<file path="src/rtl/ex_alu_stage.sv">
// Execute-stage ALU with a two-entry (main + skid) registered output buffer.
// Optional build macro ALU_ILLEGAL_TRAP_EN adds an `illegal` flag for codes 110/111.
module ex_alu_stage #(
  parameter int XLEN = 32
) (
  input  logic            clk,
  input  logic            rst,
  input  logic            in_valid,
  output logic            in_ready,
  input  logic [2:0]      alu_control,
  input  logic [XLEN-1:0] src_a,
  input  logic [XLEN-1:0] src_b,
  input  logic [4:0]      rd_in,
  input  logic            flush,
  output logic            out_valid,
  input  logic            out_ready,
  output logic [XLEN-1:0] result,
  output logic            zero,
  output logic            neg,
  output logic [4:0]      rd_out,
  output logic [31:0]     op_count
`ifdef ALU_ILLEGAL_TRAP_EN
  ,
  output logic            illegal
`endif
);

  typedef enum logic [1:0] {
    EMPTY = 2'd0,
    ONE   = 2'd1,
    FULL  = 2'd2
  } state_t;

  typedef struct packed {
    logic [XLEN-1:0] result;
    logic            zero;
    logic            neg;
    logic [4:0]      rd;
`ifdef ALU_ILLEGAL_TRAP_EN
    logic            illegal;
`endif
  } entry_t;

  state_t state, state_nxt;
  entry_t main_q, skid_q, new_entry, main_nxt;
  logic   load_main, load_skid;
  logic   in_xfer, out_xfer;
  logic   out_valid_q, in_ready_q;

  assign in_xfer  = in_valid & in_ready_q;
  assign out_xfer = out_valid_q & out_ready;

  always_comb begin
    logic [XLEN-1:0] r;
    logic            ill;
    r   = '0;
    ill = 1'b0;
    case (alu_control)
      3'b000: r = src_a + src_b;
      3'b001: r = src_a - src_b;
      3'b010: r = src_a & src_b;
      3'b011: r = src_a | src_b;
      3'b100: r = src_a ^ src_b;
      3'b101: r = {{(XLEN-1){1'b0}}, ($signed(src_a) < $signed(src_b))};
      default: begin
`ifdef ALU_ILLEGAL_TRAP_EN
        r   = '0;
        ill = 1'b1;
`else
        r   = src_a + src_b;
`endif
      end
    endcase
    new_entry.result = r;
    new_entry.zero   = (r == '0);
    new_entry.neg    = r[XLEN-1];
    new_entry.rd     = rd_in;
`ifdef ALU_ILLEGAL_TRAP_EN
    new_entry.illegal = ill;
`endif
  end

  // Flush wins over everything; a FULL buffer never sees an input transfer.
  always_comb begin
    state_nxt = state;
    load_main = 1'b0;
    load_skid = 1'b0;
    main_nxt  = new_entry;
    if (flush) begin
      state_nxt = EMPTY;
    end else begin
      case (state)
        EMPTY: begin
          if (in_xfer) begin
            state_nxt = ONE;
            load_main = 1'b1;
          end
        end
        ONE: begin
          if (in_xfer && out_xfer) begin
            load_main = 1'b1;
          end else if (in_xfer) begin
            state_nxt = FULL;
            load_skid = 1'b1;
          end else if (out_xfer) begin
            state_nxt = EMPTY;
          end
        end
        FULL: begin
          if (out_xfer) begin
            state_nxt = ONE;
            load_main = 1'b1;
            main_nxt  = skid_q;
          end
        end
        default: state_nxt = EMPTY;
      endcase
    end
  end

  always_ff @(posedge clk or posedge rst) begin
    if (rst) begin
      state       <= EMPTY;
      out_valid_q <= 1'b0;
      in_ready_q  <= 1'b1;
      main_q      <= '0;
      main_q.zero <= 1'b1;
      skid_q      <= '0;
      skid_q.zero <= 1'b1;
      op_count    <= '0;
    end else begin
      state       <= state_nxt;
      out_valid_q <= (state_nxt != EMPTY);
      in_ready_q  <= (state_nxt != FULL);
      if (load_main) main_q <= main_nxt;
      if (load_skid) skid_q <= new_entry;
      if (out_xfer)  op_count <= op_count + 32'd1;
    end
  end

  assign out_valid = out_valid_q;
  assign in_ready  = in_ready_q;
  assign result    = main_q.result;
  assign zero      = main_q.zero;
  assign neg       = main_q.neg;
  assign rd_out    = main_q.rd;
`ifdef ALU_ILLEGAL_TRAP_EN
  assign illegal   = main_q.illegal;
`endif

endmodule

</file>
<file path="config.mk">
export PLATFORM = sky130hd
export DESIGN_NAME = ex_alu_stage
export DESIGN_NICKNAME = d
export VERILOG_FILES = /design/src/rtl/ex_alu_stage.sv
export SDC_FILE = /design/constraint.sdc
export NUM_CORES = 1
export LEC_CHECK = 0
export ABC_AREA = 1
export CORE_AREA = 2 2 155 157
export CTS_CLUSTER_DIAMETER = 30
export DETAILED_ROUTE_END_ITERATION = 10
export DIE_AREA = 0 0 157 159
export GPL_TIMING_DRIVEN = 0
export PLACE_DENSITY_LB_ADDON = 0.08
export SYNTH_ARGS = -nofsm -noshare
export SYNTH_HDL_FRONTEND = slang
export SYNTH_SLANG_ARGS = --single-unit
</file>
<file path="constraint.sdc">
create_clock -name clk -period 4.15 [get_ports clk]
set_input_delay 0.415 -clock clk [delete_from_list [all_inputs] [get_ports clk]]
set_output_delay 0.415 -clock clk [all_outputs]
set_load 0.005 [all_outputs]
</file>
* Word level (Yosys, flattened, before mapping)
Cells that the tools add are included.
Cells by class: add/sub/neg operators 3, multipliers 0, div/mod/pow operators 0, $lt $le $gt $ge 1, equal/unequal tests 8, shift operators 0, multiplexer cells 19, bitwise gates (word level) 5, reduce and logical (&&, ||, !) cells 4
Operators with widths (count):
- $pmux W32 S5 | 1
- $mux W39 | 3
- $add A32 B1 Y32 const B | 1
- $add A32 B32 Y32 | 1
- $and A32 B32 Y32 | 1
- $logic_not A32 Y1 | 1
- $lt A32 B32 Y1 | 1
- $or A32 B32 Y32 | 1
- $sub A32 B32 Y32 | 1
- $xor A32 B32 Y32 | 1
- $mux W2 | 6
- $mux W1 | 7
- $eq A3 B2 Y1 const B | 2
- $eq A3 B3 Y1 const B | 2
- $pmux W2 S3 | 1
- $eq A3 B1 Y1 const B | 1
- $pmux W1 S3 | 1
- $and A1 B1 Y1 | 2
- $eq A2 B1 Y1 const B | 1
- $eq A2 B2 Y1 const B | 1
- $logic_not A2 Y1 | 1
- $ne A2 B2 Y1 const B | 1
- $reduce_bool A2 Y1 | 1
- $logic_and A1 B1 Y1 | 1
Storage, ports and cells: bits in registers 114, latch bits 0, RAM bits 0, memory bits (read-only) 0, input port bits 77, memories kept 0

* Depth between registers and ports, before layout
depth in word-level cells 7, mapped depth 24

* Worst setup path after synthesis
OpenSTA, ideal clock, no wires.
kind input to register, start point input src_a[0], end point register zero (netlist name), arrival time 2.292 ns, required time 4.089 ns, setup slack 1.797 ns, stages on the path 21, buffers on the path 0, path through inv_1 -> ha_1 -> inv_1 -> fa_1 -> nand2_1 -> nand2_1 -> nand3_1 -> nand2_1 -> nand2_1 -> nand3_1 -> nand3_1 -> nand2_1 -> a21oi_1 -> nand2_1 -> nor2_1 -> nand3_1 -> nor2_1 -> nand3_1 -> nand2_1 -> nand2_1 -> nand2_1
Between the ends: longest elaborated chain between the ends 6, elaborated cells between the ends (all ways) 11, those cells by class add/sub: 2; order compare: 1; mux: 4; bitwise: 3; reduce/logical: 1
RTL lines:
- from (decl) | line 11 | input logic [XLEN-1:0] src_a,
- $add A32 B32 Y32, or another cell as far along | line 59, 70
- $pmux W32 S5 (*) | line 58 | case (alu_control)
- $logic_not A32 Y1 (*) | line 75 | new_entry.zero = (r == '0);
- $mux W39 | line 110 | if (out_xfer) begin
- $mux W39 | line 92 | case (state)
- $mux W39 (*) | line 89 | if (flush) begin
Mark *: on every way between the ends. The rest lies on a longest branch, timed or not. A chain may end at the register's enable or synchronous reset.

* Worst setup path in the final report
start point input src_b[0], end point register zero (netlist name)
Between the ends: longest elaborated chain between the ends 6, elaborated cells between the ends (all ways) 11, those cells by class add/sub: 2; order compare: 1; mux: 4; bitwise: 3; reduce/logical: 1
RTL lines:
- from (decl) | line 12 | input logic [XLEN-1:0] src_b,
- $add A32 B32 Y32, or another cell as far along | line 59, 70
- $pmux W32 S5 (*) | line 58
- $logic_not A32 Y1 (*) | line 75
- $mux W39 | line 110
- $mux W39 | line 92
- $mux W39 (*) | line 89
Marked as above.

==> out/qor_table.md <==
| Group | Result | This run |
| --- | --- | --- |
| global routing | Number of global-route vias before repair | 11.37k |
| power and ir drop | Combinational group share of total power | 44.2% |
| critical path | CP max FO | 3 |
| power and ir drop | Power per standard cell area | 339.6 nW/µm² |
| route | Number of routed nets with antenna violations | 0 |
| cells and area | Post-route cell area | 13,540 µm² |
| global routing | Grt ovf | 0 |
| timing | Final-report setup violation count | 0 |
| critical path | Type of the worst setup path | in2reg |
| clocking | Root buffer selected by CTS | sky130_fd_sc_hd__clkbuf_16 |
| yosys | Area fraction in compound gates after synthesis | 11.86% |
| die | Die span in y | 159 µm |
| placement | Count of port buffers added during placement | 149 |
| yosys | Yosys top cell by area | sky130_fd_sc_hd__dfrtp_1 |
| timing | Minimum clock period | 3427 ps |
| run | # Max-Cap Violations | 0 |
| yosys | Most used standard cell by instance count after synthesis | sky130_fd_sc_hd__nand2_1 |
| timing | Least-Margin Pin Slew | 835.1 ps |
| timing | Max-slew violations | 0 |
| die | Initial cell density of the core | 48.74% |
| critical path | Worst Setup Start Kind | input pin |
| placement | Number of cells in the design after placement | 2,307 |
| cells and area | Fillers | 2,350 |
| clocking | Clock tree from TritonCTS | built |
| die | Std-Cell Core Area | 23,190 µm² |
| power and ir drop | Maximum vdd ir drop | 0.2325 mV |
| yosys | Flop and latch count out of synthesis | 112 |
| yosys | Simple-Gate Fraction of Synth Area | 35.33% |
| critical path | Critical Path Sink Type | flop |
| global routing | Pin count of the biggest net entering global routing | 71 |
| critical path | Worst setup startpoint | src_b[0] |
| power and ir drop | Reg power frac | 36.3% |
| cells and area | Area added between synthesis and finish | 19.78% |
| timing | RSZ-0062 raised after global routing | no |
| power and ir drop | Clock power share | 19.5% |
| route | Number of DRC markers in iteration 0 | 910 |
| die | Total number of placement rows | 56 |
| power and ir drop | Internal power component | 2.849 mW |
| global routing | Initial antenna violation count | 0 |
| critical path | Slowest cell on the critical path | sky130_fd_sc_hd__clkdlybuf4s50_1 |
| timing | Number of hold-slack violations in the final timing report | 0 |
| placement | Placer's final routability congestion estimate | 0.9879 |
| clocking | # Post-CTS Setup Buffers | 0 |
| die | Full die area | 24,960 µm² |
| route | Routed wire length | 37,090 µm |
| power and ir drop | Standby leakage power | 7.376 nW |
| critical path | Cell breakdown of the critical path | clkdlybuf4s50_1 > ha_1 > inv_1 > fa_1 > inv_1 > nand3_1 > nand3_1 > nand2_1 > nand2_1 > xor2_1 > nor2_1 > nor2_1 > nand4_1 > nor2_1 > nand3_1 > nor2_1 > nand3_1 > nand2_1 > nand2_1 > nand2_1 |
| power and ir drop | Switching component of the power | 1.749 mW |
| yosys | Fraction of synthesized cell area taken by the top area cell type | 24.13% |
| die | IO Count | 150 |
| yosys | Main flop type after synthesis | sky130_fd_sc_hd__dfrtp_1 |
| yosys | Post-synth net total | 2,014 |
| critical path | CP Data Required Time | 4440 ps |
| cells and area | Fraction of final layout cells with drive strength greater than 1 | 5.040% |
| yosys | Post-Synthesis Mean Instance Area | 6.150 µm² |
| clocking | Number of gates resized after CTS | 0 |
| yosys | Synth cell types | 46 |
| route | Drt pass-1 iters | 5 |
| global routing | Global router's overall resource usage | 30.23% |
| placement | HPWL after DPL | 30,660 µm |
| yosys | Multiplexer fraction of the synthesized cell area | 0% |
| yosys | Async SR Flop Fraction | 100.0% |
| clocking | Post-cts hold buffer count | 0 |
| yosys | Synthesized netlist cell count | 1,838 |
| placement | Total placed instance area | 13,230 µm² |
| clocking | Clock input transition at the sequential cells of the worst setup and hold paths | 70 ps |
| min path | Hold Crit Class | in2async |
| cells and area | NumNets Final | 2,175 |
| critical path | Arr. time, crit path | 3720 ps |
| critical path | Most numerous cell on the critical path | sky130_fd_sc_hd__nand2_1 |
| clocking | Worst-skew pair later-pin latency | 350 ps |
| route | Remaining design rule violation count | 0 |
| yosys | Part of the Yosys area used for sequential elements | 24.83% |
| timing | Setup TNS Final | 0 ps |
| timing | F_max | 0.2918 GHz |
| timing | Crit share post-route | 82.57% |
| clocking | Total clock sinks | 112 |
| outcome | Run status | finished clean |
| yosys | Adder-Cell Fraction of Synth Area | 11.09% |
| cells and area | Non-filler instance count after layout | 2,323 |
| yosys | Warning count from the yosys run | 0 |
| yosys | Dominant combinational cell family by area after synthesis | simple AND/OR/NAND/NOR gates |
| global routing | Wire length of the first global-routing pass | 59,720 µm |
| route | Routed vias/inst | 5.187 |
| route | Total vias in the final route | 12.05k |
| cells and area | Antenna Cells | 0 |
| route | Routed length per instance | 15.97 µm |
| yosys | Total standard cell area after synthesis | 11,300 µm² |
| critical path | Critical path's largest stage delay | 530 ps |
| yosys | Xor and xnor fraction of the mapped netlist area | 2.944% |
| clocking | H-tree levels | 3 |
| power and ir drop | Fraction of power spent switching nets | 38.04% |
| critical path | Reg-to-reg startpoint | out_valid$_DFF_PP0_ |
| clocking | Number of buffers on the longest clock path | 2 |
| yosys | Most numerous cell types in the synthesized netlist | 569 x sky130_fd_sc_hd__nand2_1, 330 x sky130_fd_sc_hd__inv_1, 151 x sky130_fd_sc_hd__nor2_1, 143 x sky130_fd_sc_hd__nand3_1, 109 x sky130_fd_sc_hd__dfrtp_1 |
| yosys | Ranking of synthesized cells by area | sky130_fd_sc_hd__dfrtp_1 24%, sky130_fd_sc_hd__nand2_1 19%, sky130_fd_sc_hd__inv_1 11% |
| timing | Clock tree skew after final layout | 6.519 ps |
| clocking | CTS buffer count | 9 |
| yosys | Number of flops mapped to enable cells by yosys | 0 |
| timing | Relative slew slack | 44.33% |
| die | Floorplan die width | 157 µm |
-- stage by stage --
stage	utilization [%]	setup WS, ps	hold WS [ps]	power, mW
after detailed placement	57.02	381.0	460.4	3.692
after CTS	58.38	726.7	477.2	4.604
after floorplan	-	781.0	442.6	2.775
after global routing	58.38	490.0	496.8	4.975
after global placement	56.89	-872.9	453.6	3.642
final	58.38	723.2	475.9	4.598
-- final timing paths --
path,to,slack [ps],cells after the start
max,zero$_DFFE_PP1P_,720,20
min,op_count[3]$_DFFE_PP0P_,480,2
max reg2reg,skid_q[34]$_DFFE_PP0P_,1680,8
min reg2reg,skid_q[33]$_DFFE_PP0P_,480,2
max in group asynchronous,zero$_DFFE_PP1P_,2890,3
min in group clk,skid_q[33]$_DFFE_PP0P_,480,2
-- power groups by stage --
stage	Clock [mW]	Sequential, mW	Combinational [mW]
global route	0.966	1.71	2.30
detailed placement	0	1.68	2.01
floorplan	0	1.66	1.11
global placement	0	1.67	1.97
CTS	0.914	1.66	2.03
finish	0.896	1.67	2.03
-- layer usage --
metal / up-vias / track usage (%) / share of wire, %
li1: 6045 / - / -
met1: 5515 / 42.01 / 45
met2: 442 / 50.22 / 46
met3: 47 / 2.640 / 6.4
met4: 0 / 8.340 / 2.6
met5: - / 0 / 0
-- state kept, by name, summed over array words and instances, names as in the netlist --
register,cells
out_valid,1
in_ready,1
result,32
skid_q,38
rd_out,5
zero,1
op_count,32
state,2
-- layout make-up --
class                      instances  area (µm²)  share of cell area, %
buffer                            59       296.5                  2.190
tap                              319       399.1                  2.948
sequential                       112        2806                  20.73
multi-input combinational       1326        6922                  51.12
clock buffer                      11       252.7                  1.867
inverter                         341        1282                  9.471
timing repair buffer             150        1519                  11.22
clock inverter                     5       62.56                 0.4620
-- layout by cell type (no fill, tap or decap), types with 5 or more instances in the layout --
| cell type | synthesis | final |
|---|---|---|
| sky130_fd_sc_hd__inv_2 | 9 | 9 |
| sky130_fd_sc_hd__xnor2_1 | 14 | 14 |
| sky130_fd_sc_hd__nor3_2 | 8 | 8 |
| sky130_fd_sc_hd__nand2_1 | 569 | 569 |
| sky130_fd_sc_hd__nand2_2 | 7 | 7 |
| sky130_fd_sc_hd__o21bai_1 | 8 | 8 |
| sky130_fd_sc_hd__buf_4 | 9 | 9 |
| sky130_fd_sc_hd__a21oi_1 | 98 | 98 |
| sky130_fd_sc_hd__o22ai_1 | 28 | 28 |
| sky130_fd_sc_hd__a221oi_1 | 5 | 5 |
| sky130_fd_sc_hd__buf_2 | 21 | 21 |
| sky130_fd_sc_hd__ha_1 | 97 | 97 |
| sky130_fd_sc_hd__o21ai_0 | 95 | 95 |
| sky130_fd_sc_hd__nand4_1 | 16 | 16 |
| sky130_fd_sc_hd__clkbuf_1 | 27 | 27 |
| sky130_fd_sc_hd__nor3_1 | 12 | 12 |
| sky130_fd_sc_hd__nor2_1 | 151 | 151 |
| sky130_fd_sc_hd__xor2_1 | 24 | 24 |
| sky130_fd_sc_hd__dfrtp_1 | 109 | 109 |
| sky130_fd_sc_hd__nor2_2 | 11 | 11 |
| sky130_fd_sc_hd__clkbuf_16 | 0 | 9 |
| sky130_fd_sc_hd__clkdlybuf4s50_1 | 0 | 149 |
| sky130_fd_sc_hd__inv_1 | 330 | 329 |
| sky130_fd_sc_hd__nand3_1 | 143 | 143 |
-- kinds of logic (layout without fill, tap and decap cells) --
logic type               after synthesis  in the layout
AO/OA/AOI/OAI                        247            247
adder cells (fa/ha/maj)               99             99
XOR/XNOR                              38             38
buffers and inverters                400            566
AND/OR/NAND/NOR                      942            942
flip-flops                           112            112
-- critical path: cells and delay by family --
kind / cells / cell delay, ps
buffers and inverters: 3 / 720
XOR/XNOR: 1 / 160
AND/OR/NAND/NOR: 14 / 1800
adder cells (fa/ha/maj): 2 / 610
(Power assumes the default switching activity.)
